## src/rtl/processor_v2.sv

```systemverilog
// processor_v2: multicycle core with IR, run/done handshake, ALU flags.
// Ports: clock, resetn, run, iin in; bus, busy, done, err, flag_z/n/c out.
module processor_v2 #(
    parameter int DATA_W = 16,
    parameter int NREG   = 8
) (
    input  logic              clock,
    input  logic              resetn,
    input  logic              run,
    input  logic [DATA_W-1:0] iin,
    output logic [DATA_W-1:0] bus,
    output logic              busy,
    output logic              done,
    output logic              err,
    output logic              flag_z,
    output logic              flag_n,
    output logic              flag_c
);

    localparam int RB    = $clog2(NREG);
    localparam int IMM_W = DATA_W - 4 - 2 * RB;
    localparam int SW    = $clog2(DATA_W);

    if (IMM_W < 4) begin : g_bad_imm
        $error("processor_v2: immediate field narrower than 4 bits");
    end
    if (NREG < 2 || NREG > 16 || (1 << RB) != NREG) begin : g_bad_nreg
        $error("processor_v2: NREG must be a power of 2 in 2..16");
    end

    typedef enum logic [1:0] {IDLE, T1, T2, T3} state_t;

    state_t state, state_nxt;

    logic [DATA_W-1:0] ir;
    logic [DATA_W-1:0] a_reg;
    logic [DATA_W-1:0] r_reg;
    logic [DATA_W-1:0] regs [NREG];

    logic [3:0]        op;
    logic [RB-1:0]     rx;
    logic [RB-1:0]     ry;
    logic [IMM_W-1:0]  imm;
    logic [DATA_W-1:0] imm_ext;

    assign op      = ir[DATA_W-1 -: 4];
    assign rx      = ir[DATA_W-5 -: RB];
    assign ry      = ir[DATA_W-5-RB -: RB];
    assign imm     = ir[IMM_W-1:0];
    assign imm_ext = {{(DATA_W-IMM_W){imm[IMM_W-1]}}, imm};

    logic cls_move, cls_nop, cls_ill, cls_alu;

    assign cls_move = (op == 4'd0) || (op == 4'd1);
    assign cls_nop  = (op == 4'd11);
    assign cls_ill  = (op >= 4'd12);
    assign cls_alu  = (op >= 4'd2) && (op <= 4'd10);

    logic ir_ld, a_ld, r_ld, rx_wr;

    // Control: bus source selection, load enables and handshake outputs.
    always_comb begin
        state_nxt = state;
        bus       = '0;
        done      = 1'b0;
        err       = 1'b0;
        ir_ld     = 1'b0;
        a_ld      = 1'b0;
        r_ld      = 1'b0;
        rx_wr     = 1'b0;
        unique case (state)
            IDLE: begin
                if (run) begin
                    ir_ld     = 1'b1;
                    state_nxt = T1;
                end
            end
            T1: begin
                unique case (1'b1)
                    cls_move: begin
                        bus       = (op == 4'd0) ? regs[ry] : imm_ext;
                        rx_wr     = 1'b1;
                        done      = 1'b1;
                        state_nxt = IDLE;
                    end
                    cls_nop: begin
                        done      = 1'b1;
                        state_nxt = IDLE;
                    end
                    cls_ill: begin
                        done      = 1'b1;
                        err       = 1'b1;
                        state_nxt = IDLE;
                    end
                    cls_alu: begin
                        bus       = regs[rx];
                        a_ld      = 1'b1;
                        state_nxt = T2;
                    end
                endcase
            end
            T2: begin
                bus       = (op == 4'd10) ? imm_ext : regs[ry];
                r_ld      = 1'b1;
                state_nxt = T3;
            end
            T3: begin
                bus       = r_reg;
                rx_wr     = 1'b1;
                done      = 1'b1;
                state_nxt = IDLE;
            end
        endcase
    end

    assign busy = (state != IDLE);

    logic [DATA_W-1:0] alu_res;
    logic              alu_c;
    logic [DATA_W:0]   sum;

    assign sum = {1'b0, a_reg} + {1'b0, bus};

    always_comb begin
        alu_res = '0;
        alu_c   = 1'b0;
        unique case (op)
            4'd2, 4'd10: begin
                alu_res = sum[DATA_W-1:0];
                alu_c   = sum[DATA_W];
            end
            4'd3: begin
                alu_res = a_reg - bus;
                alu_c   = (a_reg < bus);
            end
            4'd4: alu_res = a_reg & bus;
            4'd5: alu_res = a_reg | bus;
            4'd6: alu_res = a_reg ^ bus;
            4'd7: alu_res = {{(DATA_W-1){1'b0}},
                             ($signed(a_reg) < $signed(bus))};
            // Shift amount is truncated, so it never reaches DATA_W.
            4'd8: alu_res = a_reg << bus[SW-1:0];
            4'd9: alu_res = a_reg >> bus[SW-1:0];
            default: begin
                alu_res = '0;
                alu_c   = 1'b0;
            end
        endcase
    end

    always_ff @(posedge clock) begin
        if (!resetn) begin
            state  <= IDLE;
            ir     <= '0;
            a_reg  <= '0;
            r_reg  <= '0;
            flag_z <= 1'b0;
            flag_n <= 1'b0;
            flag_c <= 1'b0;
            for (int i = 0; i < NREG; i++) begin
                regs[i] <= '0;
            end
        end else begin
            state <= state_nxt;
            if (ir_ld) ir <= iin;
            if (a_ld) a_reg <= bus;
            if (r_ld) begin
                r_reg  <= alu_res;
                flag_z <= (alu_res == '0);
                flag_n <= alu_res[DATA_W-1];
                flag_c <= alu_c;
            end
            if (rx_wr) regs[rx] <= bus;
        end
    end

endmodule

```

## config.mk

```make
export PLATFORM = sky130hd
export DESIGN_NAME = processor_v2
export DESIGN_NICKNAME = d
export VERILOG_FILES = /design/src/rtl/processor_v2.sv
export SDC_FILE = /design/constraint.sdc
export NUM_CORES = 1
export LEC_CHECK = 0
export CAP_MARGIN = 30
export CORE_MARGIN = 10
export CORE_UTILIZATION = 55
export DETAILED_ROUTE_END_ITERATION = 10
export GPL_TIMING_DRIVEN = 0
export MAX_ROUTING_LAYER = met4
export PLACE_DENSITY = 0.73
export SLEW_MARGIN = 20
export SYNTH_ARGS = -nofsm -noshare
export SYNTH_HDL_FRONTEND = slang
export SYNTH_SLANG_ARGS = --single-unit
export TNS_END_PERCENT = 30
```

## constraint.sdc

```tcl
create_clock -name clock -period 10.4 [get_ports clock]
set_input_delay 2.08 -clock clock [delete_from_list [all_inputs] [get_ports clock]]
set_output_delay 2.08 -clock clock [all_outputs]
set_load 0.05 [all_outputs]
```

After elaboration in Yosys (flattened, before gate mapping). Memory sizes are Yosys's and may differ from the RTL's. A register that Yosys moved wholly into a read port is not among the register bits. Cells that the tools add are included. Widths: inputs -> output; s select.

Memories kept: 1. Logic and storage cells: 75. Input bits: 19. Output and inout port bits: 22. Flip-flop bits (word level): 53. RAM bits: 128.

Bitwise logic cells: 3. Shifts and indexed selects: 2. $add $sub $neg: 2. Reductions and logical operators: 9. Multiplexer cells: 31. Magnitude comparators: 5. Eq/ne operators: 15.

Memory list: regs (words 8, width 16, rd ports 2, clocked after Yosys merged registers in 2, wr ports 8, RTL line 38) `logic [DATA_W-1:0] regs [NREG];`.

Operator list (count): $pmux 16 s8 (1); $mux 16 (3); $pmux 16 s3 (1); $lt 16x16->1 (2); $pmux 16 s2 (1); $add 16x16->17 (1); $and 16x16->16 (1); $eq 4x3->1 const B (4); $eq 4x4->1 const B (4); $logic_not 16->1 (1); $or 16x16->16 (1); $reduce_or 16->1 (1); $shl 16x4->16 (1); $shr 16x4->16 (1); $sub 16x16->16 (1); $xor 16x16->16 (1); $mux 3 (5); $mux 1 (14); $eq 4x2->1 const B (2); $pmux 2 s4 (1); $pmux 1 s2 (3); $eq 2x2->1 const B (2); $eq 4x1->1 const B (1); $ge 4x2->1 const B (1); 13 further kinds (13).

Depth between registers and ports, before layout.
Depth after elaboration: 9. Gate-level depth with buffers: 23. Gate-level depth less buffers: 20.

Least setup slack after synthesis. Ideal clock, no wire load.

Kind: register -> register. From: register (tool-made name). To: register flag_z. Data required time: 10.331 ns. Clock period less this slack: 5.445 ns. Cell stages (with the launch flop): 20. Arrival: 5.376 ns. Library setup time: 0.069 ns. Setup slack: 4.955 ns. Buffers on the path: 3. Cell sequence: dfxtp_1 -> buf_2 -> buf_1 -> mux4_2 -> mux2i_1 -> o22ai_1 -> o21a_1 -> a21oi_1 -> clkbuf_1 -> inv_1 -> ha_1 -> o311a_1 -> o41ai_1 -> nor2_1 -> a211oi_1 -> a21oi_1 -> or4_1 -> nor4_1 -> nand4_1 -> o21ai_1.

RTL lines: end signal, assigned (RTL line 169) `flag_z <= (alu_res == '0);`; end, declared (RTL line 15) `output logic flag_z,`.

Final worst setup path.
From: register ir[12]. To: register flag_z.

Longest elaborated chain between the ends: 7. Elaborated cells on any way between the ends: 30. Those cells by class: 2 x add/sub; 3 x order compare; 10 x eq/ne; 2 x shift; 5 x mux; 3 x bitwise; 5 x reduce/logical.

Ends and longest elaborated chain: start, declared (RTL line 35) `logic [DATA_W-1:0] ir;`; start signal, assigned (RTL line 165) `if (ir_ld) ir <= iin;`; $ge 4x2->1 (tied with other cells) (RTL line 57) `assign cls_alu = (op >= 4'd2) && (op <= 4'd10);`; $logic_and 1x1->1 (tied with other cells) (RTL line 57); $pmux 16 s2 (RTL line 79) `unique case (1'b1)`; $pmux 16 s3 (RTL line 71) `unique case (state)`; $sub 16x16->16 (tied with other cells) (RTL line 133) `alu_res = a_reg - bus;`; $pmux 16 s8 (*) (RTL line 127) `unique case (op)`; $logic_not 16->1 (*) (RTL line 169).

Mark *: on every way between the ends. The rest lies on a longest branch, timed or not. A chain may end at the register's enable or synchronous reset.

==> metrics.csv <==
stage;metric;value;unit
critical_path;CP arrival;7.79;ns
pwr;worst vdd ir;0.1210;mV
cts;CTS Buf Count;17;
yosys;Primary FF master, synth;edfxtp_1;
floorplan;io pins;41;
run_status;status;finished clean;
hold_path;worst hold start;ir[7]$_SDFFE_PN0P_;
place;PortBufs;40;
detailed_routing;via count;12250;
sta;fmax;133.9;MHz
cells_and_area;multi-input logic area;7451;um2
critical_path;Worst setup EP type;flop;
detailed_routing;mean routed wirelength per cell;27.60;um
cells_and_area;area grow syn2layout;10.92;%
cts;Max Buffers Root-to-Sink;2;
sta;TNS Setup;0;ns
sta;RSZ-0062 raised after global routing;false;
hold_path;Worst Hold Depth;2;
cts;H-tree depth;4;
sta;Slew headroom;0.3243;
floorplan;area of the core;23470;um2
yosys;cell accounting for the most synthesized area;edfxtp_1;
global_route;largest net degree at the start of global routing;20;
sta;Worst-Margin Slew;1.008;ns
yosys;Unique masters post-synth;82;
yosys;asr flop ratio synth;0;
yosys;Post-synth EDFFs;128;
yosys;most frequent cell after synthesis;nor2_1;
global_route;initial antenna violation count;0;
sta;fin. max-slew vios;0;
yosys;syn_nets;1463;
cells_and_area;final core utilization;0.6199;
cts;# hold bufs at CTS;0;
run;Max-cap violations;0;
cts;CTS tree;yes;
floorplan;Row Count;56;
place;Post-DP HPWL;37220;um
cells_and_area;Reg area;5005;um2
sta;endpoints failing setup;0;
cts;Worst-path clk slew;0.08;ns
yosys;Seq/Total Area, Yosys;0.3815;
floorplan;Die Wd;174.4;um
sta;crit share post-route;0.7180;
critical_path;Max FO, Critical Path;11;
detailed_routing;DR DRC count;0;
yosys;synthesized area;13120;um2
global_route;GR Util All Layers;0.3250;
cts;cts repair resizes;0;
critical_path;worst reg-to-reg path cell count;20;
pwr;Leak Pwr;5.063;nW
global_route;first-pass GRT wire length;72930;um
detailed_routing;DR pass1 iterations;6;
sta;min cycle time layout;7.467;ns
detailed_routing;final WL;49270;um
cells_and_area;diode count;0;
floorplan;die height;174.4;um
cells_and_area;nets@finish;1525;
sta;clock skew;0.009702;ns
yosys;Synth Warn #;0;
critical_path;CP Class;reg2reg;
cells_and_area;share of cells above drive strength 1;0.1071;
floorplan;Die ar.;30430;um2
detailed_routing;Starting DRT DRC Count;2005;
yosys;Avg Cell Area, Syn;9.431;um2
critical_path;CP required;10.73;ns
detailed_routing;ANT nets after route;0;
global_route;total grt overflow;0;
cells_and_area;number of flip-flops in the largest register;128;
hold_path;HP Class;reg2reg;
yosys;number of synthesized register bits;186;
cells_and_area;fillers;2018;
detailed_routing;Via density;6.865;
critical_path;worst r2r src;ir[12]$_SDFFE_PN0P_;
global_route;vias in the first global route;11620;
hold_path;hold path endpoint;ir[7]$_SDFFE_PN0P_;
cts;Post-CTS Setup Inserts;0;
yosys;Commonest cells post-synth;nor2_1, edfxtp_1, nand2_1;
yosys;Synth top area share;0.2930;
place;gpl congestion;1.066;
critical_path;Reg-to-Reg End;flag_z$_SDFFE_PN0P_;
cts;Clock Tree Root;clkbuf_16;
yosys;Post-Synthesis Cells;1391;
pwr;PwrDens;148.2;nW/um2
cts;worst skew pair latency;0.44;ns
sta;final hold vios;0;
critical_path;Reg2Reg Setup Slack;2.93;ns
critical_path;Critical Path Start Type;flop;
cts;CTS sink count;186;
yosys;ranking of synthesized cells by area;edfxtp_1, mux4_2, dfxtp_1, nor2_1, mux2i_1;
floorplan;Initial Utilization;0.5589;
## stage by stage
stage / instances / setup slack [ns] / hold slack (ns) / power (mW) / cell area, um2
2_1_floorplan: 1391 / 4.955 / 0.4359 / 1.278 / 13120
3_3_place_gp: 1750 / 3.231 / 0.4454 / 1.473 / 13920
3_5_place_dp: 1751 / 3.161 / 0.4552 / 1.482 / 13930
4_1_cts: 1783 / 3.144 / 0.4650 / 2.128 / 14530
5_1_grt: 1785 / 2.678 / 0.4923 / 2.221 / 14550
6_report: 1785 / 2.933 / 0.4656 / 2.156 / 14550
## where the power goes
part / internal [mW] / total (mW) / switching, mW / leakage, nW
sequential: 0.824 / 0.861 / 0.0363 / 1.80
clock: 0.345 / 0.661 / 0.316 / 0.292
combinational: 0.214 / 0.635 / 0.421 / 2.98
## layer usage
layer | vias up | track usage | part of all wire
li1 | 5292 | - | -
met1 | 5945 | 0.4436 | 0.41
met2 | 911 | 0.4727 | 0.44
met3 | 106 | 0.07541 | 0.12
met4 | 0 | 0.09833 | 0.028
met5 | - | - | 0
## cell type report
class / instances / share of cell area
inverter: 53 / 0.01367
buffer: 107 / 0.03199
tap: 319 / 0.02743
timing repair buffer: 43 / 0.02958
sequential: 186 / 0.3439
clock inverter: 15 / 0.01212
multi-input combinational: 1045 / 0.5120
clock buffer: 17 / 0.02923
## cells in the final DEF (no fill, tap or decap), drive strengths merged, types with 40 or more instances in the layout
master         netlist  routed
nor2               263     263
edfxtp             128     128
nand2              117     117
a21oi               88      88
clkbuf              68      86
mux2i               85      85
mux4                60      60
inv                 51      59
dfxtp               58      58
a211oi              57      57
ha                  51      51
buf                 39      41
clkdlybuf4s50        0      40
o21ai               40      40
## worst max path at each step
stage / cells after the start / from / end / slack (ns)
6_report: 20 / ir[12]$_SDFFE_PN0P_ / flag_z$_SDFFE_PN0P_ / 2.93
5_1_grt: 23 / flop / flag_z$_SDFFE_PN0P_ / 2.68
4_1_cts: 20 / flop / flag_z$_SDFFE_PN0P_ / 3.14
3_5_place_dp: 20 / flop / flag_z$_SDFFE_PN0P_ / 3.16
3_3_place_gp: 20 / flop / flag_z$_SDFFE_PN0P_ / 3.23
2_1_floorplan: 19 / flop / flag_z$_SDFFE_PN0P_ / 4.95
## worst max-delay path, cell delays in order, from the launching register on
cell and delay, ns:
dfxtp_1 0.43, buf_2 0.35, buf_1 0.65, buf_1 0.80, nor2_1 0.12, a21oi_1 0.20
o22ai_1 0.13, a22oi_1 0.26, clkbuf_1 0.58, ha_1 0.39, or3_1 0.21, o21bai_1 0.25
nand4_1 0.34, a41oi_1 0.43, nor4_1 0.11, or4_1 0.52, a211oi_1 0.74, nor3_1 0.36
and2_1 0.26, nand4_1 0.14, o21ai_1 0.08
## kinds of logic (layout without fill, tap and decap cells)
group / count (synthesis) / count (layout) / synth area share
simple gates: 519 / 519 / 0.1745
compound gates: 321 / 321 / 0.1669
flops: 186 / 186 / 0.3815
buf+inv: 160 / 235 / 0.05055
mux: 149 / 149 / 0.1728
fa+ha+maj: 53 / 53 / 0.05169
xor+xnor: 3 / 3 / 0.002003
No activity file was read; power rests on OpenSTA's default activity.
